[src/rtl/sha256_hdr_sequencer.sv]
// Sequences one shared SHA-256 compression core over an 80-byte header (two passes).
// Define SHA256D_EN to append a third pass over the first digest (double SHA-256).
module sha256_hdr_sequencer #(
    parameter int unsigned WDOG_CYCLES = 255
) (
    input  logic         clk,
    input  logic         n_rst,
    input  logic         start,
    input  logic [639:0] header,
    output logic         busy,
    output logic         done,
    output logic         error,
    output logic [255:0] digest,
    output logic         core_enable,
    output logic [511:0] core_data,
    output logic [255:0] core_current_hash,
    input  logic [255:0] core_hash,
    input  logic         core_hash_done
);
    localparam int unsigned WD_W = (WDOG_CYCLES > 1) ? $clog2(WDOG_CYCLES) : 1;
    localparam logic [WD_W-1:0] WD_LAST = WD_W'(WDOG_CYCLES - 1);
    localparam logic [255:0] IV = {32'h6a09e667, 32'hbb67ae85, 32'h3c6ef372, 32'ha54ff53a,
                                   32'h510e527f, 32'h9b05688c, 32'h1f83d9ab, 32'h5be0cd19};

    typedef enum logic [2:0] {
        IDLE    = 3'd0,
        P1_REQ  = 3'd1,
        P1_WAIT = 3'd2,
        P2_REQ  = 3'd3,
        P2_WAIT = 3'd4,
`ifdef SHA256D_EN
        P3_REQ  = 3'd5,
        P3_WAIT = 3'd6,
`endif
        FIN     = 3'd7
    } state_t;

    state_t          state_q, state_d;
    logic [639:0]    hdr_q, hdr_d;
    logic [255:0]    mid_q, mid_d;
    logic [255:0]    res_q, res_d;
    logic [WD_W-1:0] wd_q, wd_d;
    logic            busy_d, done_d, error_d, core_enable_d;
    logic [255:0]    digest_d, core_current_hash_d;
    logic [511:0]    core_data_d;
    logic            wd_run;

    // State and registered outputs
    always_ff @(posedge clk or negedge n_rst) begin
        if (!n_rst) begin
            state_q           <= IDLE;
            hdr_q             <= '0;
            mid_q             <= '0;
            res_q             <= '0;
            wd_q              <= '0;
            busy              <= 1'b0;
            done              <= 1'b0;
            error             <= 1'b0;
            digest            <= '0;
            core_enable       <= 1'b0;
            core_data         <= '0;
            core_current_hash <= '0;
        end else begin
            state_q           <= state_d;
            hdr_q             <= hdr_d;
            mid_q             <= mid_d;
            res_q             <= res_d;
            wd_q              <= wd_d;
            busy              <= busy_d;
            done              <= done_d;
            error             <= error_d;
            digest            <= digest_d;
            core_enable       <= core_enable_d;
            core_data         <= core_data_d;
            core_current_hash <= core_current_hash_d;
        end
    end

    // Next-state and next-output logic; enable and block launch together from each REQ state
    always_comb begin
        state_d             = state_q;
        hdr_d               = hdr_q;
        mid_d               = mid_q;
        res_d               = res_q;
        wd_d                = wd_q;
        busy_d              = busy;
        done_d              = 1'b0;
        error_d             = 1'b0;
        digest_d            = digest;
        core_enable_d       = 1'b0;
        core_data_d         = core_data;
        core_current_hash_d = core_current_hash;
        wd_run              = 1'b0;

        case (state_q)
            IDLE: begin
                if (start) begin
                    hdr_d   = header;
                    busy_d  = 1'b1;
                    state_d = P1_REQ;
                end
            end
            P1_REQ: begin
                core_enable_d       = 1'b1;
                core_data_d         = hdr_q[639:128];
                core_current_hash_d = IV;
                wd_d                = '0;
                state_d             = P1_WAIT;
            end
            P1_WAIT: begin
                if (core_hash_done) begin
                    mid_d   = core_hash;
                    state_d = P2_REQ;
                end else begin
                    wd_run = 1'b1;
                end
            end
            P2_REQ: begin
                core_enable_d       = 1'b1;
                core_data_d         = {hdr_q[127:0], 32'h80000000, 288'b0, 64'd640};
                core_current_hash_d = mid_q;
                wd_d                = '0;
                state_d             = P2_WAIT;
            end
            P2_WAIT: begin
                if (core_hash_done) begin
                    res_d = core_hash;
`ifdef SHA256D_EN
                    state_d = P3_REQ;
`else
                    state_d = FIN;
`endif
                end else begin
                    wd_run = 1'b1;
                end
            end
`ifdef SHA256D_EN
            P3_REQ: begin
                core_enable_d       = 1'b1;
                core_data_d         = {res_q, 32'h80000000, 160'b0, 64'd256};
                core_current_hash_d = IV;
                wd_d                = '0;
                state_d             = P3_WAIT;
            end
            P3_WAIT: begin
                if (core_hash_done) begin
                    res_d   = core_hash;
                    state_d = FIN;
                end else begin
                    wd_run = 1'b1;
                end
            end
`endif
            FIN: begin
                digest_d = res_q;
                done_d   = 1'b1;
                busy_d   = 1'b0;
                state_d  = IDLE;
            end
            default: state_d = IDLE;
        endcase

        // Watchdog only advances when the core has not answered this cycle
        if (wd_run) begin
            if (wd_q == WD_LAST) begin
                error_d = 1'b1;
                busy_d  = 1'b0;
                state_d = IDLE;
            end else begin
                wd_d = wd_q + 1'b1;
            end
        end
    end
endmodule

[config.mk]
export PLATFORM = sky130hd
export DESIGN_NAME = sha256_hdr_sequencer
export DESIGN_NICKNAME = d
export VERILOG_FILES = /design/src/rtl/sha256_hdr_sequencer.sv
export SDC_FILE = /design/constraint.sdc
export NUM_CORES = 2
export LEC_CHECK = 0
export CORE_AREA = 2 2 761 763
export CTS_CLUSTER_SIZE = 30
export DETAILED_ROUTE_END_ITERATION = 8
export DIE_AREA = 0 0 763 765
export PLACE_DENSITY_LB_ADDON = 0.08
export SYNTH_ARGS = -nofsm -noshare
export SYNTH_HDL_FRONTEND = slang
export SYNTH_SLANG_ARGS = --single-unit
[constraint.sdc]
create_clock -name clk -period 4.4 [get_ports clk]
set_input_delay 0.88 -clock clk [delete_from_list [all_inputs] [get_ports clk]]
set_output_delay 0.88 -clock clk [all_outputs]
set_load 0.05 [all_outputs]
==> flow_summary.json <==
{
  "overflow": 0,
  "wire_per_inst_um": 26.8,
  "layout_common_cells": "2190 x dfrtp_1, 2049 x nand2_1, 1926 x clkdlybuf4s50_1, 1016 x mux2_2, 381 x nand3b_1",
  "slowest_delay_ps": 1070,
  "clk_latency_ps": 960,
  "synthArstFlopShare_pct": 100,
  "finalHoldViolations": 0,
  "fin_skew_ps": 57.8,
  "syn_area_per_cell_um2": 11.9,
  "dieWidth_um": 763,
  "cts_tree": "done",
  "fin_cells": 16898,
  "crit_family": "buffers and inverters",
  "hpwl_um": 340000,
  "fin_crit_sh_pct": 77.2,
  "slew_headroom_pct": 23.6,
  "path_class": "reg -> out",
  "grt_max_degree": 187,
  "drv_cap": 0,
  "yosys.area.top_type": "dfrtp_1",
  "reg2reg_slack_ps": 1510,
  "worst_setup_path_start_kind": "register",
  "synth_nets": 7974,
  "tns_ps": 0,
  "critPathBufInv": 1,
  "cellPowerDensity_nw_per_um2": 858,
  "io_pins": 1928,
  "cts_inserted_buffers": 308,
  "grt_pass1_wl_um": 609000,
  "endpoint_kind": "output pin",
  "ys.flop_type": "dfrtp_1",
  "firstDrtPassIters": 5,
  "internal-power_w": 0.0600,
  "cp_max_fo": 2,
  "p_seq_share_pct": 33.2,
  "drc": 0,
  "clk_pin_slew_ps": 60,
  "cts-root-buf": "clkbuf_16",
  "worst_pin_slew_ps": 1150,
  "htree_levels": 5,
  "comb_power_share_pct": 42.7,
  "power.switching_w": 0.0460,
  "layout_commonest_cell": "dfrtp_1",
  "endpoint": "digest[149]",
  "ant_nets": 0,
  "r2r_cells": 5,
  "dp.cells": 16288,
  "hold_class": "reg -> reg",
  "start_util_pct": 14.6,
  "worstPathRequired_ps": 3520,
  "core_um2": 576000,
  "slowest_stage": "clkdlybuf4s50_1",
  "vias_per_cell": 3.66,
  "total_power_w": 0.106,
  "dr.first_iter.drc_count": 2923,
  "layout.nets": 9914,
  "grtUsageTotal_pct": 15.0,
  "synth_top_cell_area_share_pct": 65.0,
  "routed_wl_um": 454000,
  "synth-edff-count": 0,
  "p_leak_nw": 53.4,
  "final_core_util_pct": 21.5,
  "finalCriticalPeriod_ps": 3400,
  "clock-sinks": 2191,
  "ys_ff_latch": 2191,
  "swShare_pct": 43.4,
  "rsz0062_at_grt": "no",
  "synth.cell_area_um2": 84300,
  "crit_chain": "clkdlybuf4s50_1",
  "cts_buffer_depth": 4,
  "ys_types": 34,
  "place_congestion": 0.806,
  "r2r-end": "digest[161]$_DFFE_PN0P_",
  "yosysWarnings": 0,
  "peakVddDrop_mv": 0.448,
  "postSynthCellCount": 7072,
  "clock_power_share_pct": 24.1,
  "final_layout_size_suffix_gt1_share_pct": 18.0,
  "cp.arrival_ps": 2510,
  "vias": 61826,
  "drv_slew": 0,
  "rows": 279,
  "antenna_found_initial": 370,
  "finalSetupViolCount": 0,
  "synthTopCellsByArea": "dfrtp_1 65%, mux2_2 14%, nand2_1 9.1%, nand3b_1 3.4%, o21ai_0 1.6%",
  "grt_pass1_vias": 65686,
  "r2r-start": "state_q[1]$_DFF_PN0_",
  "die_area_um2": 584000,
  "path_depth": 1,
  "area_growth_pct": 46.5,
  "die_y_um": 765,
  "port_buffers": 1927,
  "seq_area_frac_synth_pct": 65.0,
  "fmax_mhz": 295,
  "startpoint": "digest[149]$_DFFE_PN0P_",
  "cts_resized": 0,
  "status": "complete, no violations"
}
## layer usage
layer  share of wire (%)  global-route usage, %  up-vias
li1                    -                      -    27427
met2                  48                   25.6     2071
met4                 3.0                   4.03      232
met1                  38                   16.8    31141
met3                  10                   7.12      955
met5                0.33                      0        -
## synth_stat cells (all sizes together), types with 2 or more instances
library cell	number
inv	138
dfrtp	2191
o21ai	271
ha	2
and4	3
clkbuf	225
nand3b	381
a31oi	138
nand3	125
nor3	7
nor2	140
a21oi	3
mux2i	130
buf	234
a211o	3
mux2	1016
xnor2	2
or3	3
nand2	2049
## power groups by stage
| stage | Clock, W | Combinational (W) | Sequential (W) |
|---|---|---|---|
| after floorplan | 0 | 0.0148 | 0.0464 |
| after global placement | 0 | 0.0460 | 0.0356 |
| after detailed placement | 0 | 0.0463 | 0.0357 |
| after CTS | 0.0267 | 0.0465 | 0.0355 |
| after global routing | 0.0274 | 0.0483 | 0.0365 |
| final | 0.0255 | 0.0452 | 0.0352 |
## metrics by stage
stage	hold WS [ps]	area, µm²	worst slack, ps
2_1_floorplan	435	84300	2220
3_3_place_gp	444	113000	952
3_5_place_dp	446	113000	970
4_1_cts	394	123000	851
5_1_grt	444	123000	900
6_report	437	124000	1000
## sequential cells by signal, indices dropped and copies added (netlist names)
signal / count
busy: 1
core_current_hash: 256
core_data: 512
core_enable: 1
digest: 256
done: 1
error: 1
hdr_q: 640
mid_q: 256
res_q: 256
state_q: 3
wd_q: 8
## area by class of cell
cell class              count  area [µm²]
flip-flops and latches   2191       54800
clock buffers             469        9250
clock inverters            77        1010
inverters                 139         537
multi-input cells        4283       27000
repair buffers           2089       21300
fillers                 62029      452000
well taps                7587        9490
diodes                     63         158
## worst min-delay path by stage
stage / from / to / slack, ps / cells after the start
final: res_q[105]$_DFFE_PN0P_ / digest[105]$_DFFE_PN0P_ / 440 / 2
after global routing: res_q[105]$_DFFE_PN0P_ / digest[105]$_DFFE_PN0P_ / 440 / 2
after CTS: core_hash[239] / mid_q[239]$_DFFE_PN0P_ / 390 / 3
after detailed placement: res_q[21]$_DFFE_PN0P_ / digest[21]$_DFFE_PN0P_ / 450 / 2
after global placement: res_q[8]$_DFFE_PN0P_ / digest[8]$_DFFE_PN0P_ / 440 / 2
after floorplan: res_q[0]$_DFFE_PN0P_ / digest[0]$_DFFE_PN0P_ / 430 / 2
## cells by family (layout without fill, tap and decap cells)
kind of cell	Yosys count	in the layout	synth area share, %
muxes	1146	1146	15.1
adders and majority gates	2	2	0.0297
DFF	2191	2191	65.0
and+or+nand+nor	2715	2715	14.0
buffers and inverters	598	2774	3.07
xor gates and xnor gates	2	2	0.0208
AOI/OAI and AO/OA	418	418	2.71
other	0	63	0
## timing repair
action                                 4_1_cts  5_1_grt
hold buffers                                 1        0
setup buffers                                0        0
endpoints found under the hold margin       25        0
Power figures use the tool's default switching activity.
